### src/rtl/keypad_pkg.sv
// Shared definitions for the keypad number-entry block: key codes, key map,
// debounce state encoding and datapath widths.
package keypad_pkg;

    localparam int unsigned ROWS       = 4;
    localparam int unsigned COLS       = 4;
    localparam int unsigned KEY_W      = 4;
    localparam int unsigned KEYS       = ROWS * COLS;
    localparam int unsigned HIT_W      = 5;
    localparam int unsigned BCD_W      = 16;
    localparam int unsigned NUM_W      = 16;
    localparam int unsigned NUM_SIG_W  = 14;
    localparam int unsigned MAX_DIGITS = 4;
    localparam int unsigned DCNT_W     = 3;

    localparam logic [KEY_W-1:0] KEY_CLEAR = 4'hE;
    localparam logic [KEY_W-1:0] KEY_ENTER = 4'hF;

    // Indexed by {row, col}; element 0 is row 0 / column 0.
    //   r0: 1 2 3 A   r1: 4 5 6 B   r2: 7 8 9 C   r3: * 0 # D
    localparam logic [KEYS-1:0][KEY_W-1:0] KEY_MAP = 64'hDF0E_C987_B654_A321;

    typedef enum logic [1:0] {
        DEB_IDLE       = 2'd0,
        DEB_PRESS_WAIT = 2'd1,
        DEB_HELD       = 2'd2
    } deb_state_t;

    function automatic logic [KEY_W-1:0] key_lookup(input logic [3:0] pos);
        return KEY_MAP[pos];
    endfunction

    function automatic logic is_digit(input logic [KEY_W-1:0] code);
        return code <= 4'd9;
    endfunction

endpackage

### src/rtl/keypad_number_entry_if.sv
// Keypad matrix lines plus the decoded-key and number-entry results.
interface keypad_number_entry_if;
    import keypad_pkg::*;

    logic [ROWS-1:0]  row;
    logic [COLS-1:0]  col;
    logic [KEY_W-1:0] key_code;
    logic             key_strobe;
    logic [BCD_W-1:0] digits;
    logic [NUM_W-1:0] number;
    logic             valid;

    modport master (
        output row,
        input  col, key_code, key_strobe, digits, number, valid
    );

    modport slave (
        input  row,
        output col, key_code, key_strobe, digits, number, valid
    );

endinterface

### src/rtl/keypad_scanner.sv
// Column scanner: drives one active-low column per dwell, synchronises the rows
// and classifies each complete 16-key snapshot into a single-key candidate.
module keypad_scanner
    import keypad_pkg::*;
#(
    parameter int unsigned SCAN_DIV = 17
) (
    input  logic             clk,
    input  logic             rst_n,
    input  logic [ROWS-1:0]  row,
    output logic [COLS-1:0]  col,
    output logic [KEY_W-1:0] candidate,
    output logic             candidate_valid,
    output logic             scan_done
);

    logic [SCAN_DIV-1:0] div;
    logic [1:0]          col_idx;
    logic [1:0]          col_next_c;
    logic                dwell_end_c;
    logic [ROWS-1:0]     row_meta;
    logic [ROWS-1:0]     row_sync;
    logic [KEYS-1:0]     snap;
    logic [KEYS-1:0]     snap_c;
    logic [KEY_W-1:0]    cand_c;
    logic                cand_valid_c;
    logic [HIT_W-1:0]    hits_c;

    assign dwell_end_c = &div;
    assign col_next_c  = col_idx + 2'd1;

    // Merge the rows seen on the current column into the snapshot.
    always_comb begin
        snap_c = snap;
        for (int r = 0; r < int'(ROWS); r++) begin
            snap_c[{2'(r), col_idx}] = ~row_sync[r];
        end
    end

    // Exactly one pressed key yields a candidate; ghosting or no key does not.
    always_comb begin
        hits_c = '0;
        cand_c = '0;
        for (int i = 0; i < int'(KEYS); i++) begin
            if (snap_c[i]) begin
                hits_c = hits_c + 5'd1;
                cand_c = key_lookup(4'(i));
            end
        end
        cand_valid_c = (hits_c == 5'd1);
    end

    always_ff @(posedge clk) begin
        if (!rst_n) begin
            div             <= '0;
            col_idx         <= '0;
            col             <= 4'b1110;
            row_meta        <= 4'hF;
            row_sync        <= 4'hF;
            snap            <= '0;
            candidate       <= '0;
            candidate_valid <= 1'b0;
            scan_done       <= 1'b0;
        end else begin
            row_meta  <= row;
            row_sync  <= row_meta;
            div       <= div + SCAN_DIV'(1);
            scan_done <= 1'b0;
            if (dwell_end_c) begin
                snap    <= snap_c;
                col_idx <= col_next_c;
                col     <= ~(4'b0001 << col_next_c);
                if (col_idx == 2'd3) begin
                    candidate       <= cand_valid_c ? cand_c : '0;
                    candidate_valid <= cand_valid_c;
                    scan_done       <= 1'b1;
                end
            end
        end
    end

endmodule

### src/rtl/keypad_number_entry.sv
// Keypad number entry: debounces scanner candidates into key strobes and
// accumulates up to four decimal digits as BCD and binary, with clear/enter.
module keypad_number_entry
    import keypad_pkg::*;
#(
    parameter int unsigned SCAN_DIV       = 17,
    parameter int unsigned DEBOUNCE_SCANS = 4
) (
    input  logic                 clk,
    input  logic                 rst_n,
    keypad_number_entry_if.slave bus
);

    localparam int unsigned CNT_W = $clog2(DEBOUNCE_SCANS + 1);

    logic [KEY_W-1:0]     cand;
    logic                 cand_valid;
    logic                 scan_done;

    deb_state_t           state, state_n;
    logic [CNT_W-1:0]     cnt, cnt_n, cnt_inc_c;
    logic [KEY_W-1:0]     pend, pend_n;
    logic                 strobe_c;

    logic [NUM_SIG_W-1:0] num_sig;
    logic [DCNT_W-1:0]    dcount;
    logic                 after_enter;

    keypad_scanner #(
        .SCAN_DIV (SCAN_DIV)
    ) u_scanner (
        .clk             (clk),
        .rst_n           (rst_n),
        .row             (bus.row),
        .col             (bus.col),
        .candidate       (cand),
        .candidate_valid (cand_valid),
        .scan_done       (scan_done)
    );

    assign cnt_inc_c = cnt + CNT_W'(1);

    // Debounce next-state: evaluated once per completed scan.
    always_comb begin
        state_n  = state;
        cnt_n    = cnt;
        pend_n   = pend;
        strobe_c = 1'b0;
        if (scan_done) begin
            unique case (state)
                DEB_IDLE: begin
                    if (cand_valid) begin
                        pend_n = cand;
                        if (DEBOUNCE_SCANS <= 1) begin
                            state_n  = DEB_HELD;
                            cnt_n    = '0;
                            strobe_c = 1'b1;
                        end else begin
                            state_n = DEB_PRESS_WAIT;
                            cnt_n   = CNT_W'(1);
                        end
                    end
                end
                DEB_PRESS_WAIT: begin
                    if (cand_valid && (cand == pend)) begin
                        if (cnt_inc_c >= CNT_W'(DEBOUNCE_SCANS)) begin
                            state_n  = DEB_HELD;
                            cnt_n    = '0;
                            strobe_c = 1'b1;
                        end else begin
                            cnt_n = cnt_inc_c;
                        end
                    end else begin
                        state_n = DEB_IDLE;
                        cnt_n   = '0;
                    end
                end
                DEB_HELD: begin
                    // Only consecutive empty scans count towards release.
                    if (!cand_valid) begin
                        if (cnt_inc_c >= CNT_W'(DEBOUNCE_SCANS)) begin
                            state_n = DEB_IDLE;
                            cnt_n   = '0;
                        end else begin
                            cnt_n = cnt_inc_c;
                        end
                    end else begin
                        cnt_n = '0;
                    end
                end
                default: begin
                    state_n = DEB_IDLE;
                    cnt_n   = '0;
                end
            endcase
        end
    end

    always_ff @(posedge clk) begin
        if (!rst_n) begin
            state          <= DEB_IDLE;
            cnt            <= '0;
            pend           <= '0;
            bus.key_strobe <= 1'b0;
            bus.key_code   <= '0;
        end else begin
            state          <= state_n;
            cnt            <= cnt_n;
            pend           <= pend_n;
            bus.key_strobe <= strobe_c;
            if (strobe_c) begin
                bus.key_code <= pend_n;
            end
        end
    end

    // Entry datapath reacts to the registered strobe, one cycle after it.
    always_ff @(posedge clk) begin
        if (!rst_n) begin
            bus.digits  <= '0;
            num_sig     <= '0;
            dcount      <= '0;
            after_enter <= 1'b0;
            bus.valid   <= 1'b0;
        end else begin
            bus.valid <= 1'b0;
            if (bus.key_strobe) begin
                if (is_digit(bus.key_code)) begin
                    if (after_enter) begin
                        bus.digits  <= {12'h000, bus.key_code};
                        num_sig     <= NUM_SIG_W'(bus.key_code);
                        dcount      <= DCNT_W'(1);
                        after_enter <= 1'b0;
                    end else if (dcount < DCNT_W'(MAX_DIGITS)) begin
                        bus.digits <= {bus.digits[11:0], bus.key_code};
                        num_sig    <= num_sig * NUM_SIG_W'(10) + NUM_SIG_W'(bus.key_code);
                        dcount     <= dcount + DCNT_W'(1);
                    end
                end else if (bus.key_code == KEY_CLEAR) begin
                    bus.digits  <= '0;
                    num_sig     <= '0;
                    dcount      <= '0;
                    after_enter <= 1'b0;
                end else if (bus.key_code == KEY_ENTER) begin
                    bus.valid   <= 1'b1;
                    after_enter <= 1'b1;
                end
            end
        end
    end

    assign bus.number = NUM_W'(num_sig);

endmodule

### src/flat_wrapper.sv
// flat-port wrapper written by rule: the top's interface ports become plain ports
module keypad_number_entry_flat import keypad_pkg::*;
#(
    parameter int unsigned SCAN_DIV       = 17,
    parameter int unsigned DEBOUNCE_SCANS = 4
)
  (clk, rst_n, bus_row, bus_col, bus_key_code, bus_key_strobe, bus_digits, bus_number, bus_valid);
  keypad_number_entry_if bus_i ();
  input  logic clk;
  input  logic rst_n;
  input wire logic [$bits(bus_i.row)-1:0] bus_row;
  output wire logic [$bits(bus_i.col)-1:0] bus_col;
  output wire logic [$bits(bus_i.key_code)-1:0] bus_key_code;
  output wire logic [$bits(bus_i.key_strobe)-1:0] bus_key_strobe;
  output wire logic [$bits(bus_i.digits)-1:0] bus_digits;
  output wire logic [$bits(bus_i.number)-1:0] bus_number;
  output wire logic [$bits(bus_i.valid)-1:0] bus_valid;
  assign bus_i.row = bus_row;
  assign bus_col = bus_i.col;
  assign bus_key_code = bus_i.key_code;
  assign bus_key_strobe = bus_i.key_strobe;
  assign bus_digits = bus_i.digits;
  assign bus_number = bus_i.number;
  assign bus_valid = bus_i.valid;
  keypad_number_entry #(.SCAN_DIV(SCAN_DIV), .DEBOUNCE_SCANS(DEBOUNCE_SCANS)) u_core (.clk(clk), .rst_n(rst_n), .bus(bus_i));
endmodule
### config.mk
export PLATFORM = sky130hd
export DESIGN_NAME = keypad_number_entry_flat
export DESIGN_NICKNAME = d
export VERILOG_FILES = /design/src/rtl/keypad_pkg.sv /design/src/rtl/keypad_number_entry_if.sv /design/src/rtl/keypad_scanner.sv /design/src/rtl/keypad_number_entry.sv /design/src/flat_wrapper.sv
export SDC_FILE = /design/constraint.sdc
export NUM_CORES = 1
export LEC_CHECK = 0
export BUFFER_PORTS_ARGS = -buffer_cell sky130_fd_sc_hd__buf_2
export CORE_ASPECT_RATIO = 0.7
export CORE_MARGIN = 2
export CORE_UTILIZATION = 50
export CTS_CLUSTER_DIAMETER = 50
export DETAILED_ROUTE_END_ITERATION = 7
export PLACE_DENSITY = 0.68
export SLEW_MARGIN = 20
export SYNTH_ARGS = -nofsm -noshare
export SYNTH_HDL_FRONTEND = slang
export SYNTH_HIERARCHICAL = 1
export SYNTH_SLANG_ARGS = --single-unit
### constraint.sdc
create_clock -name clk -period 20 [get_ports clk]
set_input_delay 0 -clock clk [delete_from_list [all_inputs] [get_ports clk]]
set_output_delay 0 -clock clk [all_outputs]
set_load 0.1 [all_outputs]
* Yosys cells after proc, flatten, opt, wreduce, memory -nomap -nowiden
Index checks and enable logic that the tools add are counted.
Operators by class: mux-type cells 80, order comparisons 11, shift-type cells 1, $add $sub $neg 20, multipliers 1, reductions and logical operators 16, equal/unequal tests 12, bitwise operators 7
Operators with widths (number):
- $mux 4 | 19
- $add 5x1->5 const B | 15
- $mux 5 | 15
- $bwmux 16 | 4
- $mux 16 | 4
- $mux 14 | 4
- $reduce_and 18->1 | 2
- $mux 3 | 8
- $add 17x1->17 const B | 1
- $reduce_and 17->1 | 1
- $mux 1 | 15
- $add 14x4->14 | 1
- $mul 14x3->13 const B | 1
- $lt 4x5->1 const B | 2
- $mux 2 | 5
- $pmux 3 s3 | 1
- $demux 1 s2 | 4
- $eq 4x4->1 const B | 2
- $ge 4x1->1 const B | 2
- $add 3x1->3 const B | 2
- $not 1->1 | 6
- $pmux 2 s3 | 1
- $eq 5x1->1 const B | 1
- $logic_and 1x1->1 | 5
- other kinds (24) | 27
Storage, ports and cells: bits of input ports 6, register bits after elaboration 102

* Longest topological paths before layout
Gate-level depths: netlist (run 1).
depth after elaboration 41, depth in mapped cells 60, gate-level depth less buffers 58

* By module
Netlist (run 1), hierarchy kept.
By module, submodules not included:
- keypad_scanner | cells an instance 497, sequential area each 1061.0 µm², area an instance 4189.0 µm², instances 1
- keypad_number_entry | cells an instance 302, sequential area each 960.9 µm², area an instance 2810.2 µm², instances 1

* Worst setup path before layout (run 1)
OpenSTA, ideal clock, no wires.
path type reg-to-reg, start reg u_core.u_scanner.col_idx[0], end reg u_core.u_scanner.candidate[0], stages on the path, launching flop included 59, buffers on the path 2, path slack 10.162 ns, arrival time 9.750 ns, library setup time 0.087 ns, data required time 19.913 ns, cell sequence dfxtp_1 -> inv_1 -> ha_1 -> buf_6 -> buf_2 -> nand2_1 -> o21a_1 -> inv_1 -> ha_1 -> o31ai_1 -> ha_1 -> nor3b_1 -> o21ba_2 -> ha_1 -> nor3_1 -> a21oi_1 -> nand2_1 -> inv_1 -> [... 23 more ...] -> nand2_1 -> o21ai_0 -> ha_1 -> nor2_1 -> a21oi_1 -> a31o_2 -> ha_1 -> nand2_1 -> nand2_1 -> ha_1 -> nor2_1 -> a31oi_1 -> ha_1 -> nor2_1 -> mux2i_1 -> nor4_1 -> nand3_1 -> o31ai_1
On the way: longest elaborated chain between the ends 41, elaborated cells between the ends (all ways) 75, those cells by class 15 x add/sub; 8 x order compare; 2 x eq/ne; 45 x mux; 5 x reduce/logical
RTL lines:
- start: declaration | RTL line keypad_scanner.sv:18 | logic [1:0] col_idx;
- start signal: assignment | RTL line keypad_scanner.sv:71 | col_idx <= col_next_c;
- $lt 2x5->1 (implied by the code) or $ge 2x1->1 (tied branches) | RTL line keypad_scanner.sv:36 | snap_c[{2'(r), col_idx}] = ~row_sync[r];
- $logic_and 1x1->1 (implied by the code) | RTL line keypad_scanner.sv:36
- $mux 1 (implied by the code) | RTL line keypad_scanner.sv:36
- $demux 1 s2 | RTL line keypad_scanner.sv:36
- $bwmux 16 (4 in series) | RTL line keypad_scanner.sv:36
- $mux 1 | RTL line keypad_scanner.sv:45 | if (snap_c[i]) begin
- $add 5x1->5 | RTL line keypad_scanner.sv:46 | hits_c = hits_c + 5'd1;
- $mux 5 | RTL line keypad_scanner.sv:45
- [... 22 more ...]
- $add 5x1->5 | RTL line keypad_scanner.sv:46
- $mux 5 | RTL line keypad_scanner.sv:45
- $add 5x1->5 | RTL line keypad_scanner.sv:46
- $mux 5 | RTL line keypad_scanner.sv:45
- $add 5x1->5 | RTL line keypad_scanner.sv:46
- $mux 5 | RTL line keypad_scanner.sv:45
- $eq 5x1->1 | RTL line keypad_scanner.sv:50 | cand_valid_c = (hits_c == 5'd1);
- $mux 4 | RTL line keypad_scanner.sv:74 | candidate <= cand_valid_c ? cand_c : '0;
- end signal: assignment | RTL line keypad_scanner.sv:74
- end: declaration | RTL line keypad_scanner.sv:12 | output logic [KEY_W-1:0] candidate,
Parallel ways exist; a longest one is shown, timed or not. A chain may end at the register's enable or synchronous reset.

* Worst setup path in the final report (run 1)
start reg u_core.u_scanner.col_idx[0], end reg u_core.u_scanner.candidate[2]
Same word-level chain as after synthesis.

==> impl_metrics.ini, run 1 <==
[status]
status = complete, no violations

[power]
p_per_area_nw_per_um2 = 54.8
p_leak_nw = 3.08
ir_drop_v = 0.0000420
p_total_mw = 0.419

[drt]
dr.pass1.iters = 6
drc = 0
first_iter_violations = 387
vias = 5762
viasPerCell = 5.65
wl_per_cell_microns = 15.4
ant_nets = 0
routed_wl_microns = 15700

[logic_synthesis]
yosysMostFrequentCell = dfxtp_1
async_flop_share_pct = 0
yosysTopAreaCell = dfxtp_1
synth_flop_cell = dfxtp_1
synth_edf_count = 0
syn_avg_cell_area_sq_um = 8.76
netlist-cell-type-count = 90
synth.area.top_cells = dfxtp_1, ha_1, xnor2_1
synth_common_cells = dfxtp_1, nor2_1, nand2_1
yosys_warnings = 6
synth_area_sq_um = 7000
syn_inst = 799
ys_seq_area_share_pct = 28.9
synth_top_area_share_pct = 28.9
ys_ff_latch = 101

[layout]
final_layout_size_suffix_gt1_share_pct = 13.6
fin_nets = 877
utilization_pct = 55.5
area_growth_pct = 9.22
n_antenna_cell = 0
finalNonFillerCells = 1019

[worst_setup_path]
cp.depth = 53
r2r-start = u_core/u_scanner/col_idx[0]
regToRegSetupSlack_ns = 8.81
r2r_cells = 53
path_delay_family = adder cells
cp_slowest_stage_delay_ns = 0.53
critPathRequiredTime_ns = 20.25
arrival_ns = 11.44
path_max_fanout = 18
setup.worst_path.start_class = flip-flop
path_class = flip-flop to flip-flop
crit_end = u_core/u_scanner/candidate[2]
timing.rr.end = u_core/u_scanner/candidate[2]
cp-startpoint = u_core/u_scanner/col_idx[0]
endpoint_kind = flip-flop
cpMostUsedCell = ha_1
slowest_stage = ha_1
path_buf_inv = 3

[sta]
maxSlewViolCount = 0
fin_crit_ns = 11.19
fmax_mhz = 89.4
worst_pin_slew_ns = 0.910
finalSetupTns_ns = 0
rsz0062_at_grt = no
setup_ws_ns = 8.81
finalSetupViolCount = 0
hold_viol_final = 0
slew_headroom_pct = 38.9
finalCritPeriodShare_pct = 55.9
fin_skew_ns = 0.0168

[place]
preCtsSetupSlack_ns = 9.01
place_congestion = 0.883
dpl.hpwl_microns = 11800
io_buffers = 45
placed_cells = 999

[grt]
use_met2_pct = 31.2
grt_pass1_vias = 5243
grt-busiest-layer = met1
grt_pass1_wl_microns = 26200
grt_overflow_total = 0
grt_use_met1_pct = 32.8
antenna_found_initial = 0
grtUsageTotal_pct = 21.2
grt_max_degree = 66
grt_util_met3_pct = 3.41

[floorplan]
die_area_sq_um = 15000
initial_core_util_pct = 50.8
die_width_microns = 145
die-height_microns = 103
io_pins = 48
num_rows = 36
core_sq_um = 13800

[cts]
max-clock-path-buffers = 2
cts_root_buffer = clkbuf_16
clk_pin_slew_worst_paths_ns = 0.08
cts_tree = yes
numCtsBuffers = 9
ctsResizeCount = 0
htree_num_levels = 3
clkLatencyLatePin_ns = 0.35
clock-sinks = 101

[job]
max_cap_viol_count = 0

[hold_path]
min_path_type = primary input to flip-flop
-- kinds of logic (layout without fill, tap and decap cells) --
logic type | Yosys count | after routing | synth area share (%)
AOI/OAI and AO/OA | 180 | 180 | 18.6
xor gates and xnor gates | 86 | 86 | 13.7
adders and majority gates | 47 | 47 | 8.62
buffers and inverters | 56 | 85 | 3.95
DFF | 101 | 101 | 28.9
muxes | 25 | 25 | 3.68
other | 1 | 2 | 0.0536
and+or+nand+nor | 303 | 303 | 22.4
-- cell type report --
type | count | area [sq um]
Clock buffer | 9 | 225
Clock inverter | 7 | 103
Fill cell | 1241 | 6140
Sequential cell | 101 | 2020
Inverter | 17 | 63.8
Multi-Input combinational cell | 643 | 4710
Timing Repair Buffer | 52 | 288
Tap cell | 190 | 238
-- report_power, final --
group | leakage (nW) | internal (mW) | switching, mW
clock network | 0.160 | 0.102 | 0.0852
registers | 0.816 | 0.202 | 0.00159
logic | 2.11 | 0.0117 | 0.0164
total | 3.08 | 0.316 | 0.103
-- worst reg2reg max path, delay by kind of cell, from the launching register on --
kind                     cells  cell delay (ns)
XOR/XNOR                     1             0.17
AND/OR/NAND/NOR             16             2.13
multiplexers                 2             0.56
buffers and inverters        3             0.18
adder cells (fa/ha/maj)     15             4.55
AO/OA/AOI/OAI               16             3.08
flip-flops                   1             0.41
-- per-stage QoR --
step           instance area, sq um  hold WS (ns)
2_1_floorplan                  7000        0.0730
3_3_place_gp                   7280         0.187
3_5_place_dp                   7280         0.190
4_1_cts                        7640         0.199
5_1_grt                        7640         0.255
6_report                       7640         0.213
-- registers in the layout, indices dropped and copies added (netlist names), 3 cells and up --
name and cells:
u_core/u_scanner/div 17, u_core/bus.digits 16, u_core/u_scanner/snap 16, u_core/num_sig 13, u_core/bus.key_code 4, u_core/pend 4, u_core/u_scanner/candidate 4, u_core/u_scanner/col 4
u_core/u_scanner/row_meta 4, u_core/u_scanner/row_sync 4, u_core/cnt 3, u_core/dcount 3
-- repair_timing --
item / 4_1_cts / 5_1_grt
hold endpoints to repair: 4 / 0
hold buffers: 4 / 0
setup buffers: 0 / 0
-- worst min path at each step --
stage / start / to / slack, ns / cells after the start
after floorplan: rst_n / u_core/u_scanner/row_sync[0] / 0.07 / 1
after global placement: bus_row[1] / u_core/u_scanner/row_meta[1] / 0.19 / 2
after detailed placement: bus_row[0] / u_core/u_scanner/row_meta[0] / 0.19 / 2
after CTS: rst_n / u_core/u_scanner/col[3] / 0.20 / 3
after global routing: rst_n / u_core/u_scanner/col[3] / 0.25 / 3
final: rst_n / u_core/u_scanner/col[3] / 0.21 / 3
-- layer usage --
| metal | routed length [microns] | up-vias |
|---|---|---|
| li1 | - | 2896 |
| met1 | 8510 | 2740 |
| met2 | 6440 | 116 |
| met3 | 633 | 10 |
| met4 | 87 | 0 |
| met5 | 0 | - |
-- cells in the final DEF (no fill, tap or decap), types with 22 or more instances in the layout --
master,instances
nand2_1,67
ha_1,45
mux2i_1,22
a21oi_1,40
buf_2,45
xnor2_1,42
nand3_1,26
xor2_1,26
nor2b_1,34
dfxtp_1,101
nor2_1,77
Note: power is estimated with default switching activity, not from simulation.
==> run 2: changes to the inputs <==
PLACE_DENSITY = 0.71   (was 0.68)
clock period = 9.45 ns   (was 20 ns; I/O delays follow)
==> impl_metrics.ini, run 2 (synthesis gave the netlist of run 1 again) <==
[power]
ir_drop_v = 0.000143
intPower_mw = 0.653
net-switching-power_mw = 0.220
p_comb_share_pct = 10.2
p_leak_nw = 3.33
p_per_area_nw_per_um2 = 105
clock_power_share_pct = 40.5
switching_share_pct = 25.2
power_frac_seq_pct = 49.4

[worst_setup_path]
setup.worst_path.start_class = flip-flop
cpMostUsedCell = ha_4
arrival_ns = 9.64
path_class = flip-flop to flip-flop
critPathRequiredTime_ns = 9.74
path_max_fanout = 5
slowest_stage = dfxtp_2
cp-startpoint = u_core/u_scanner/col_idx[0]
endpoint_kind = flip-flop
r2r-start = u_core/u_scanner/col_idx[0]
regToRegSetupSlack_ns = 0.1
cp_slowest_stage_delay_ns = 0.36

[drt]
dr.pass1.iters = 4
routed_wl_microns = 16000
first_iter_violations = 398
ant_nets = 0
drc = 0
vias = 5910
wl_per_cell_microns = 15.1
viasPerCell = 5.55

[cts]
clk_pin_slew_worst_paths_ns = 0.07
cts_tree = yes
max-clock-path-buffers = 2
clkLatencyLatePin_ns = 0.35
clock-sinks = 101
numCtsBuffers = 9
htree_num_levels = 3
cts_root_buffer = clkbuf_16

[place]
preCtsSetupSlack_ns = -0.373
io_buffers = 45
placed_cells = 1025
place_congestion = 0.911
dpl.hpwl_microns = 11300

[sta]
setup_ws_ns = 0.0970
fin_crit_ns = 9.35
maxSlewViolCount = 0
fmax_mhz = 107
holdWs_ns = 0.197
finalCritPeriodShare_pct = 99.0
finalSetupViolCount = 0
hold_viol_final = 0
slew_headroom_pct = 35.6
rsz0062_at_grt = yes
fin_skew_ns = 0.00908
finalSetupTns_ns = 0
worst_pin_slew_ns = 0.959

[floorplan]
io_pins = 48
die_width_microns = 145
die_area_sq_um = 15000
die-height_microns = 103
core_sq_um = 13800
initial_core_util_pct = 50.8
num_rows = 36

[hold_path]
min-delay-start = rst_n
min_path_type = primary input to flip-flop

[grt]
grtUsageTotal_pct = 21.1
grt_overflow_total = 0
antenna_found_initial = 0
grt_max_degree = 66
grt_pass1_vias = 5084
grt_pass1_wl_microns = 25800

[layout]
fin_nets = 923
final_layout_size_suffix_gt1_share_pct = 24.1
layout_common_cells = dfxtp_1, nor2_1, nand2_1
regMostFlops = u_core/u_scanner/div
utilization_pct = 60.3
n_antenna_cell = 0
finalNonFillerCells = 1064
largest_register_ffs = 17
final_common_cell = dfxtp_1
area_growth_pct = 18.8
top_regs = u_core/u_scanner/div x17, u_core/bus.digits x16, u_core/u_scanner/snap x16

[job]
max_cap_viol_count = 0

[status]
status = complete, no violations
[run 2: cell types whose count changed in the layout (fill, tap and decap cells not counted), sizes merged]
| cell | previous run | this run |
|---|---|---|
| clkinv | 4 | 2 |
| clkinvlp | 0 | 1 |
| bufinv | 1 | 0 |
| inv | 19 | 20 |
| buf | 48 | 94 |
[run 2: path summary, 6_finish.rpt]
path,endpoint,cells past startpoint
setup / recovery,u_core/u_scanner/candidate_valid,58
hold / removal,u_core/u_scanner/col[3],3
setup reg to reg,u_core/u_scanner/candidate_valid,58
hold reg to reg,u_core/u_scanner/row_sync[3],1
[run 2: timing repair]
action	in CTS	in global routing
resized for setup	25	45
endpoints found under the setup margin	5	5
endpoints found under the hold margin	4	0
setup buffers	13	7
hold buffers	4	0
pin swaps	18	29
[run 2: metrics by stage]
| step | area (sq um) | total power, mW |
|---|---|---|
| finish | 8310 | 0.873 |
| global route | 8310 | 0.908 |
| CTS | 8040 | 0.865 |
| detailed placement | 7510 | 0.504 |
| global placement | 7510 | 0.503 |
| floorplan | 7050 | 0.489 |
[run 2: routing by layer]
layer	up-vias	GRT usage [%]	wire [microns]	share of wire (%)
li1	2983	-	-	-
met1	2771	33.5	8780	55
met2	149	29.0	6390	40
met3	7	4.42	787	4.9
met4	0	3.62	77	0.48
met5	-	0	0	0
[run 2: layout make-up]
class,count,area [sq um]
inverters,17,66.3
multi-input cells,643,5060
flip-flops and latches,101,2020
fillers,1229,5470
repair buffers,98,644
well taps,190,238
clock buffers,9,225
clock inverters,6,53.8
[run 2: power by group through the flow]
stage	clock [mW]	combinational (mW)	sequential, mW
6_report	0.353	0.0890	0.431
3_5_place_dp	0	0.0634	0.441
4_1_cts	0.363	0.0709	0.431
5_1_grt	0.380	0.0962	0.431
3_3_place_gp	0	0.0627	0.441
2_1_floorplan	0	0.0503	0.439
[run 2: worst max-delay path, delay by kind of cell (launching register included)]
kind                       cells  cell delay (ns)
AOI/OAI and AO/OA             16             2.29
DFF                            1             0.36
buffers and inverters          8             0.80
adders and majority gates     14             3.32
muxes                          3             0.65
and+or+nand+nor               17             1.87
